<file path="config.mk">
export PLATFORM = sky130hd
export DESIGN_NAME = pipelined_alu_flat
export DESIGN_NICKNAME = d
export VERILOG_FILES = /design/src/rtl/alu_pkg.sv /design/src/rtl/pipelined_alu_if.sv /design/src/rtl/alu_slice.sv /design/src/rtl/pipelined_alu.sv /design/src/flat_wrapper.sv
export SDC_FILE = /design/constraint.sdc
export NUM_CORES = 1
export LEC_CHECK = 0
export CORE_AREA = 4 4 212 214
export DETAILED_ROUTE_END_ITERATION = 10
export DIE_AREA = 0 0 216 218
export PLACE_DENSITY = 0.59
export SKIP_CTS_REPAIR_TIMING = 1
export SLEW_MARGIN = 20
export SYNTH_ARGS = -nofsm -noshare
export SYNTH_HDL_FRONTEND = slang
export SYNTH_HIERARCHICAL = 1
export SYNTH_SLANG_ARGS = --single-unit
</file>
<file path="constraint.sdc">
create_clock -name clk -period 5.7 [get_ports clk]
set_input_delay 0.57 -clock clk [delete_from_list [all_inputs] [get_ports clk]]
set_output_delay 0.57 -clock clk [all_outputs]
set_load 0.1 [all_outputs]
</file>
<file path="src/rtl/alu_pkg.sv">
// alu_pkg: op codes and flag-register bit positions shared by the ALU, its interface and the bench
package alu_pkg;
    // 001 and 111 are reserved encodings; they produce a zero result
    typedef enum logic [2:0] {
        PASS_B = 3'b000,
        ADD    = 3'b010,
        SUB    = 3'b011,
        AND    = 3'b100,
        OR     = 3'b101,
        XOR    = 3'b110
    } alu_op_e;
    localparam int FLAG_C = 0;
    localparam int FLAG_V = 1;
    localparam int FLAG_Z = 2;
    localparam int FLAG_N = 3;
endpackage

</file>
<file path="src/rtl/pipelined_alu_if.sv">
// pipelined_alu_if: operand/result handshake bundle for pipelined_alu
//   master drives in_valid, a, b, cntrl, set_flags, out_ready
//   slave  drives in_ready, out_valid, result, negative, zero, overflow, carry_out, flags_q
interface pipelined_alu_if #(parameter int WIDTH = 64);
    logic             in_valid;
    logic             in_ready;
    logic [WIDTH-1:0] a;
    logic [WIDTH-1:0] b;
    logic [2:0]       cntrl;
    logic             set_flags;
    logic             out_valid;
    logic             out_ready;
    logic [WIDTH-1:0] result;
    logic             negative;
    logic             zero;
    logic             overflow;
    logic             carry_out;
    logic [3:0]       flags_q;
    modport master (
        output in_valid, a, b, cntrl, set_flags, out_ready,
        input  in_ready, out_valid, result, negative, zero, overflow, carry_out, flags_q
    );
    modport slave (
        input  in_valid, a, b, cntrl, set_flags, out_ready,
        output in_ready, out_valid, result, negative, zero, overflow, carry_out, flags_q
    );
endinterface

</file>
<file path="src/rtl/alu_slice.sv">
// alu_slice: combinational W-bit ALU slice
//   a, b, cntrl, cin in; res, cout (carry out of top bit), cin_msb (carry into top bit) out
module alu_slice
    import alu_pkg::*;
#(
    parameter int W = 32
) (
    input  logic [W-1:0] a,
    input  logic [W-1:0] b,
    input  logic [2:0]   cntrl,
    input  logic         cin,
    output logic [W-1:0] res,
    output logic         cout,
    output logic         cin_msb
);
    logic [W-1:0] bx;
    logic [W:0]   sum;
    always_comb begin
        bx      = (cntrl == SUB) ? ~b : b;
        sum     = {1'b0, a} + {1'b0, bx} + {{W{1'b0}}, cin};
        cout    = sum[W];
        // sum bit = a ^ b ^ carry-in, so the carry into the top bit falls out directly
        cin_msb = a[W-1] ^ bx[W-1] ^ sum[W-1];
        case (cntrl)
            PASS_B:   res = b;
            ADD, SUB: res = sum[W-1:0];
            AND:      res = a & b;
            OR:       res = a | b;
            XOR:      res = a ^ b;
            default:  res = '0;
        endcase
    end
endmodule

</file>
<file path="src/rtl/pipelined_alu.sv">
// pipelined_alu: two-stage ALU, low SPLIT bits in stage 1, high bits with registered carry in stage 2
//   clk, reset_n (async, active low); bus: pipelined_alu_if.slave carrying both handshakes,
//   operands, per-op N/Z/V/C and the architectural flag register flags_q
module pipelined_alu
    import alu_pkg::*;
#(
    parameter int WIDTH = 64,
    parameter int SPLIT = WIDTH / 2
) (
    input  logic clk,
    input  logic reset_n,
    pipelined_alu_if.slave bus
);
    localparam int HW = WIDTH - SPLIT;
    logic             s1_valid_q;
    logic [SPLIT-1:0] s1_lo_q;
    logic             s1_c_q;
    logic [HW-1:0]    s1_ahi_q;
    logic [HW-1:0]    s1_bhi_q;
    logic [2:0]       s1_op_q;
    logic             s1_sf_q;
    logic             out_valid_q;
    logic [WIDTH-1:0] res_q;
    logic [3:0]       nzvc_q;
    logic             out_sf_q;
    logic [3:0]       arch_flags_q;
    logic [WIDTH-1:0] res_d;
    logic [3:0]       nzvc_d;
    logic [SPLIT-1:0] lo_res;
    logic             lo_c;
    logic             lo_unused;
    logic [HW-1:0]    hi_res;
    logic             hi_c;
    logic             hi_cm;
    logic             s2_adv;
    logic             accept;
    logic             arith;
    alu_slice #(.W(SPLIT)) u_lo (
        .a       (bus.a[SPLIT-1:0]),
        .b       (bus.b[SPLIT-1:0]),
        .cntrl   (bus.cntrl),
        .cin     (bus.cntrl == SUB),
        .res     (lo_res),
        .cout    (lo_c),
        .cin_msb (lo_unused)
    );
    alu_slice #(.W(HW)) u_hi (
        .a       (s1_ahi_q),
        .b       (s1_bhi_q),
        .cntrl   (s1_op_q),
        .cin     (s1_c_q),
        .res     (hi_res),
        .cout    (hi_c),
        .cin_msb (hi_cm)
    );
    always_comb begin
        s2_adv         = !out_valid_q | bus.out_ready;
        accept         = bus.in_valid & (!s1_valid_q | s2_adv);
        arith          = (s1_op_q == ADD) || (s1_op_q == SUB);
        res_d          = {hi_res, s1_lo_q};
        nzvc_d         = '0;
        nzvc_d[FLAG_N] = res_d[WIDTH-1];
        nzvc_d[FLAG_Z] = (res_d == '0);
        nzvc_d[FLAG_V] = arith & (hi_cm ^ hi_c);
        nzvc_d[FLAG_C] = arith & hi_c;
    end
    always_ff @(posedge clk or negedge reset_n) begin
        if (!reset_n) begin
            s1_valid_q   <= 1'b0;
            s1_lo_q      <= '0;
            s1_c_q       <= 1'b0;
            s1_ahi_q     <= '0;
            s1_bhi_q     <= '0;
            s1_op_q      <= '0;
            s1_sf_q      <= 1'b0;
            out_valid_q  <= 1'b0;
            res_q        <= '0;
            nzvc_q       <= '0;
            out_sf_q     <= 1'b0;
            arch_flags_q <= '0;
        end else begin
            if (accept) begin
                s1_lo_q  <= lo_res;
                s1_c_q   <= lo_c;
                s1_ahi_q <= bus.a[WIDTH-1:SPLIT];
                s1_bhi_q <= bus.b[WIDTH-1:SPLIT];
                s1_op_q  <= bus.cntrl;
                s1_sf_q  <= bus.set_flags;
            end
            // stage 1 empties when it advances unless refilled on the same edge
            if (accept | s2_adv)
                s1_valid_q <= accept;
            if (s2_adv)
                out_valid_q <= s1_valid_q;
            if (s2_adv & s1_valid_q) begin
                res_q    <= res_d;
                nzvc_q   <= nzvc_d;
                out_sf_q <= s1_sf_q;
            end
            if (out_valid_q & bus.out_ready & out_sf_q)
                arch_flags_q <= nzvc_q;
        end
    end
    assign bus.in_ready  = !s1_valid_q | s2_adv;
    assign bus.out_valid = out_valid_q;
    assign bus.result    = res_q;
    assign bus.negative  = nzvc_q[FLAG_N];
    assign bus.zero      = nzvc_q[FLAG_Z];
    assign bus.overflow  = nzvc_q[FLAG_V];
    assign bus.carry_out = nzvc_q[FLAG_C];
    assign bus.flags_q   = arch_flags_q;
endmodule
</file>
<file path="src/flat_wrapper.sv">
// flat-port wrapper written by rule: the top's interface ports become plain ports
module pipelined_alu_flat import alu_pkg::*;
#(
    parameter int WIDTH = 64,
    parameter int SPLIT = WIDTH / 2
)
  (clk, reset_n, bus_in_valid, bus_a, bus_b, bus_cntrl, bus_set_flags, bus_out_ready, bus_in_ready, bus_out_valid, bus_result, bus_negative, bus_zero, bus_overflow, bus_carry_out, bus_flags_q);
  pipelined_alu_if #(.WIDTH(WIDTH)) bus_i ();
  input  logic clk;
  input  logic reset_n;
  input wire logic [$bits(bus_i.in_valid)-1:0] bus_in_valid;
  input wire logic [$bits(bus_i.a)-1:0] bus_a;
  input wire logic [$bits(bus_i.b)-1:0] bus_b;
  input wire logic [$bits(bus_i.cntrl)-1:0] bus_cntrl;
  input wire logic [$bits(bus_i.set_flags)-1:0] bus_set_flags;
  input wire logic [$bits(bus_i.out_ready)-1:0] bus_out_ready;
  output wire logic [$bits(bus_i.in_ready)-1:0] bus_in_ready;
  output wire logic [$bits(bus_i.out_valid)-1:0] bus_out_valid;
  output wire logic [$bits(bus_i.result)-1:0] bus_result;
  output wire logic [$bits(bus_i.negative)-1:0] bus_negative;
  output wire logic [$bits(bus_i.zero)-1:0] bus_zero;
  output wire logic [$bits(bus_i.overflow)-1:0] bus_overflow;
  output wire logic [$bits(bus_i.carry_out)-1:0] bus_carry_out;
  output wire logic [$bits(bus_i.flags_q)-1:0] bus_flags_q;
  assign bus_i.in_valid = bus_in_valid;
  assign bus_i.a = bus_a;
  assign bus_i.b = bus_b;
  assign bus_i.cntrl = bus_cntrl;
  assign bus_i.set_flags = bus_set_flags;
  assign bus_i.out_ready = bus_out_ready;
  assign bus_in_ready = bus_i.in_ready;
  assign bus_out_valid = bus_i.out_valid;
  assign bus_result = bus_i.result;
  assign bus_negative = bus_i.negative;
  assign bus_zero = bus_i.zero;
  assign bus_overflow = bus_i.overflow;
  assign bus_carry_out = bus_i.carry_out;
  assign bus_flags_q = bus_i.flags_q;
  pipelined_alu #(.WIDTH(WIDTH), .SPLIT(SPLIT)) u_core (.clk(clk), .reset_n(reset_n), .bus(bus_i));
endmodule
</file>
== Word level (Yosys, flattened, before mapping) ==
Cells that the tools add are included.

* Flip-flop bits (word level): 176
* Bits in read-only memories: 0
* Input bits: 136
* Memories kept: 0
* Word-level logic and storage cells: 58
* Bits in writable memories: 0
* Latch bits: 0

* Bitwise operators: 20
* Multipliers: 0
* $add $sub $neg: 4
* Eq/ne operators: 10
* Multiplexer cells: 4
* Shifts and indexed selects: 0
* Order comparisons: 0
* Reductions and logical operators: 8
* Div/mod/pow operators: 0

{| class="wikitable"
|+ Operators with widths
! kind !! count
|-
| 32-bit one-hot mux with 5 select lines || 2
|-
| 32-bit by 32-bit adder with 33-bit output || 2
|-
| 33-bit by 1-bit adder with 33-bit output || 2
|-
| 32-bit bitwise AND || 2
|-
| 64-bit zero test || 1
|-
| 32-bit 2-to-1 mux || 2
|-
| 32-bit NOT || 2
|-
| 32-bit bitwise OR || 2
|-
| 32-bit XOR || 2
|-
| 3-bit equality test (second input constant) || 6
|-
| 3-bit by 2-bit equality test with 1-bit output (second input constant) || 4
|-
| 1-bit bitwise AND || 6
|-
| 3-bit zero test || 2
|-
| 2-bit OR reduction || 2
|-
| 1-bit bitwise OR || 3
|-
| 1-bit XOR || 3
|-
| 1-bit zero test || 2
|-
| 1-bit logical OR || 1
|}

== Longest topological paths before layout ==
* Word-level depth: 7
* Gate-level depth with buffers: 19
* Gate-level depth less buffers: 17

== By module ==
The synthesis kept the hierarchy.

{| class="wikitable"
|+ By module, submodules not included
! module !! instances !! area an instance (µm²) !! sequential area each (µm²) !! cells an instance
|-
| pipelined_alu || 1 || 7089.3 || 4379.2 || 403
|-
| alu_slice at u_core.u_hi || 1 || 3940.0 || 0.0 || 558
|-
| alu_slice at u_core.u_lo || 1 || 3925.0 || 0.0 || 554
|}

== Worst setup path before layout ==
No wires, ideal clock.

* Kind: register to register
* Start point: register u_core.s1_op_q[2]
* End point: register u_core.nzvc_q[2]
* Clock period less this slack: 4.441 ns
* Arrival time: 4.370 ns
* Stages on the path, launching flop included: 20
* Path slack: 1.259 ns
* Data required time: 5.629 ns
* Buffers on the path: 2
* Cell sequence: dfrtp_1 clkbuf_1 nor2b_1 nand2_1 buf_1 xnor2_1 fa_1 fa_1 nor2b_1 o31a_1 o2111ai_1 a211oi_1 a2111oi_0 o21bai_1 xnor2_1 o211ai_1 nor4_1 nand4_1 nor4_1 a32o_1

* Longest elaborated chain between the ends: 6

{| class="wikitable"
|+ RTL lines
! item !! RTL line !! text
|-
| from (decl) || pipelined_alu.sv:20 || <nowiki>logic [2:0] s1_op_q;</nowiki>
|-
| from (signal assigned) || pipelined_alu.sv:87 || <nowiki>s1_op_q <= bus.cntrl;</nowiki>
|-
| 3-bit by 2-bit equality test with 1-bit output || alu_slice.sv:19, alu_slice.sv:24 ||
|-
| 32-bit 2-to-1 mux || alu_slice.sv:19 || <nowiki>bx = (cntrl == SUB) ? ~b : b;</nowiki>
|-
| 32-bit by 32-bit adder with 33-bit output || alu_slice.sv:20 || <nowiki>sum = {1'b0, a} + {1'b0, bx} + {{W{1'b0}}, cin};</nowiki>
|-
| 33-bit by 1-bit adder with 33-bit output || alu_slice.sv:20 ||
|-
| 32-bit one-hot mux with 5 select lines * || alu_slice.sv:24 || <nowiki>case (cntrl)</nowiki>
|-
| named net u_core.hi_res[22] || pipelined_alu.sv:32 || <nowiki>logic [HW-1:0] hi_res;</nowiki>
|-
| 64-bit zero test * || pipelined_alu.sv:63 || <nowiki>nzvc_d[FLAG_Z] = (res_d == '0);</nowiki>
|-
| to (signal assigned) || pipelined_alu.sv:97 || <nowiki>nzvc_q <= nzvc_d;</nowiki>
|-
| to (decl) || pipelined_alu.sv:24 || <nowiki>logic [3:0] nzvc_q;</nowiki>
|}

The timed path passes the listed nets; every way through them passes the cells marked *.
A chain may end at the register's enable or synchronous reset.

== Worst setup path in the final report ==
* Start point: register u_core.s1_op_q[1]
* End point: register u_core.nzvc_q[2]

The elaborated chain is that of the path after synthesis.

==> key figures <==
Setup path
  – R2r startpoint: u_core/s1_op_q[1]
  – Crit end category: flip-flop
  – Worst reg2reg endpoint: u_core/nzvc_q[2]
  – Worst Setup Start Kind: flip-flop
  – Critical path buffer and inverter count: 3
  – Worst EP required: between 6000 and 7000 ps
  – Crit-path slowest cell: buf_4
  – Worst path max stage delay: approximately 490 ps
  – R2R setup slack: approximately 830 ps
  – Critical path, cell by cell: nor2b_1 -> nand2_2 -> buf_4 -> xnor2_1 -> inv_1 -> fa_1 -> nor2b_1 -> o31a_1 -> o2111ai_1 -> a211oi_1 -> a2111oi_0 -> buf_4 -> a21oi_1 -> xnor2_1 -> o211ai_1 -> nor4_1 -> nand2_1 -> nor4_1 -> a32o_1
  – Crit-path max FO: 31
  – CP top delay family: compound AO/OA/AOI/OAI gates
  – Critical path type: flip-flop to flip-flop
  – Worst R2R Path Depth: 19
  – WP data arrival: between 5000 and 6000 ps

Floorplanning
  – Initial Util: 0.3487
  – Row cnt: 76
  – I/O pins: 210
  – Die height: ~220 um
  – Chip Width: between 200 and 250 um
  – Die area: about 0.047 mm2
  – Core footprint: 0.04289 mm2

Timing
  – Slew headroom: 0.2657
  – Fin. Hold Viols: 0
  – Min Clock Period, post-route: a little under 5000 ps
  – Final worst-path cycle share: 0.8535
  – Final Slew Violations: 0
  – Worst Tran Pin Value: 1098 ps
  – Clk_skew: between 10 and 15 ps
  – Final worst hold slack: roughly 69 ps
  – RSZ-0062 raised after global routing: false
  – Peak Freq: between 200 and 250 MHz
  – Final count of negative-setup-slack endpoints: 0
  – Setup TNS Final: 0 ps

Logic synthesis
  – Synth Area in Compound Gates: 0.1663
  – Main combinational cell family by area after synthesis: compound AO/OA/AOI/OAI gates
  – List of most frequent post-synthesis cells: ha_1, dfrtp_1, inv_1, a21oi_1, xnor2_1
  – Mapped Cells: about 1,500
  – Mean Syn Cell Area: just under 10 um2
  – Sequential share of the synthesized area: 0.2928
  – Mapped Area: 0.01495 mm2
  – Multiplexer share of the synthesized area: 0.1616
  – Synth async-reset ratio: 1.000
  – Xor-xnor portion of the synthesized cell area: 0.06852
  – Post-synth top flop: dfrtp_1
  – Synth Area in Adders: 0.1643
  – EDFF count, synth: 0
  – Netlist cell types: approximately 70
  – Synth Net Count: approximately 1,800
  – Cell taking the most area after synthesis: dfrtp_1
  – Synth warnings: 6
  – Top cells by area, synth: dfrtp_1, ha_1, mux2_4
  – Fraction of the mapped netlist area in simple logic gates: 0.08241
  – Yosys top cell area share: 0.2928
  – Synthesized flop and latch total: ~180
  – Most common cell in the netlist: ha_1

Placement
  – Port bufs: roughly 210
  – # placed instances: around 2,300
  – Post-Place Cell Area: ~0.018 mm2
  – Post-DP HPWL: 34,880 um
  – Gp weighted congestion: about 0.9

Min path
  – Hold Path Class: input pin to async pin

Clock network
  – Clock Latency Late Sink: 450 ps
  – CTS tree: built
  – Total clock buffers created by CTS: 17
  – Clk root buf: clkbuf_16
  – Clock transition at the registers of the reported paths: roughly 60 ps
  – CTS H-tree lvls: 4
  – CTS max path bufs: 2
  – Clk sink count: roughly 180

Final layout
  – Non-Filler Instances: between 2,000 and 2,500
  – Layout Nets: 2,028
  – Area Growth Syn to Fin: 21.26%
  – Post-route cell area: ~0.018 mm2
  – Share of cells above drive strength 1: 0.1432
  – Diodes inserted: 0

Routing
  – DRC viols: 0
  – ANT nets after route: 0
  – Routed wire length per instance: between 20 and 25 um
  – Vias/cell: approximately 5.3
  – Routed WL: 46,270 um
  – Via count: 12,170
  – DR pass1 iterations: 4
  – DR iter-0 viols: slightly below 800

Power and ir drop
  – Power Total: about 7400 uW
  – PD cells: 405.3 mW/mm2
  – IR drop worst, VDD: about 0.00036 V
  – Lkg Pwr: 0.008364 uW

GRT
  – Largest net degree at the start of global routing: 72
  – Initial antenna violation count: 1
  – Gr ovfl total: 0
  – Vias in the first global route: around 13,000
  – Total track usage: 0.1944
  – First-pass GRT wire length: a little over 70,000 um

Status
  – Status: finished clean

Run
  – Max_cap viols: 0
[registers in the layout, summed over array words and instances (netlist names)]
name / cells
u_core/s1_valid_q: 1
u_core/out_sf_q: 1
u_core/s1_sf_q: 1
u_core/bus.flags_q: 4
u_core/s1_bhi_q: 32
u_core/s1_lo_q: 32
u_core/nzvc_q: 3
u_core/bus.result: 64
u_core/s1_c_q: 1
u_core/bus.out_valid: 1
u_core/s1_ahi_q: 32
u_core/s1_op_q: 3
[metrics by stage]
| stage | utilization | setup WS (ps) |
|---|---|---|
| 3_5_place_dp | 0.4105 | 928.3 |
| 3_3_place_gp | 0.4105 | 906.2 |
| 6_report | 0.4228 | 835.0 |
| 5_1_grt | 0.4228 | 521.3 |
| 2_1_floorplan | - | 1259 |
| 4_1_cts | 0.4228 | 902.7 |
[how the worst max path moves through the flow]
stage,startpoint,to,slack (ps),cells past startpoint
2_1_floorplan,u_core/s1_op_q[2],u_core/nzvc_q[2],1260,19
3_3_place_gp,bus_cntrl[1],u_core/s1_lo_q[31],910,16
3_5_place_dp,u_core/s1_op_q[1],u_core/nzvc_q[2],930,16
4_1_cts,u_core/s1_op_q[1],u_core/nzvc_q[2],900,16
5_1_grt,u_core/s1_op_q[2],u_core/nzvc_q[2],520,18
6_report,u_core/s1_op_q[1],u_core/nzvc_q[2],830,19
[cell families (layout without fill, tap and decap cells)]
group	Yosys count	count (layout)
AOI/OAI and AO/OA	373	373
xor gates and xnor gates	117	117
adders and majority gates	194	194
buffers and inverters	216	412
DFF	175	175
muxes	186	186
and+or+nand+nor	254	254
[layout make-up]
| class | instances | area [um2] |
|---|---|---|
| fill | 4150 | 24750 |
| inverter | 145 | 544.3 |
| sequential | 175 | 4379 |
| clock buffer | 24 | 471.7 |
| multi-input combinational | 1124 | 9659 |
| tap | 585 | 732.0 |
| clock inverter | 8 | 58.81 |
| timing repair buffer | 235 | 2288 |
[per-layer routing]
| layer | GRT usage | vias up | wire (um) |
|---|---|---|---|
| met5 | 0 | - | 13 |
| met2 | 0.3352 | 355 | 22530 |
| met1 | 0.2496 | 6008 | 20480 |
| met3 | 0.04013 | 48 | 2433 |
| li1 | - | 5754 | - |
| met4 | 0.04971 | 2 | 816 |
[power breakdown]
| group | switching (uW) | internal, uW |
|---|---|---|
| sequential | 295 | 1570 |
| clock | 527 | 581 |
| combinational | 2900 | 1480 |
[cells in the final DEF, fill, tap and decap left out, types with 8 or more instances in the layout]
cell type and n:
nor2_1 90, a31oi_1 10, a21o_1 20, mux2_4 90, a211oi_1 8, ha_1 190
mux2_2 83, buf_4 26, a21oi_1 110, xor2_1 23, nand4_1 11, a22oi_1 51
o21bai_1 8, nand2_1 58, o21ai_0 43, o211ai_1 51, inv_1 145, clkdlybuf4s50_1 208
mux2i_1 13, nand3_1 11, nor2b_1 11, nand2b_1 13, clkbuf_16 17, xnor2_1 94
nor4_1 18, dfrtp_1 175, o21a_1 11
Note: power is estimated with default switching activity, not from simulation.
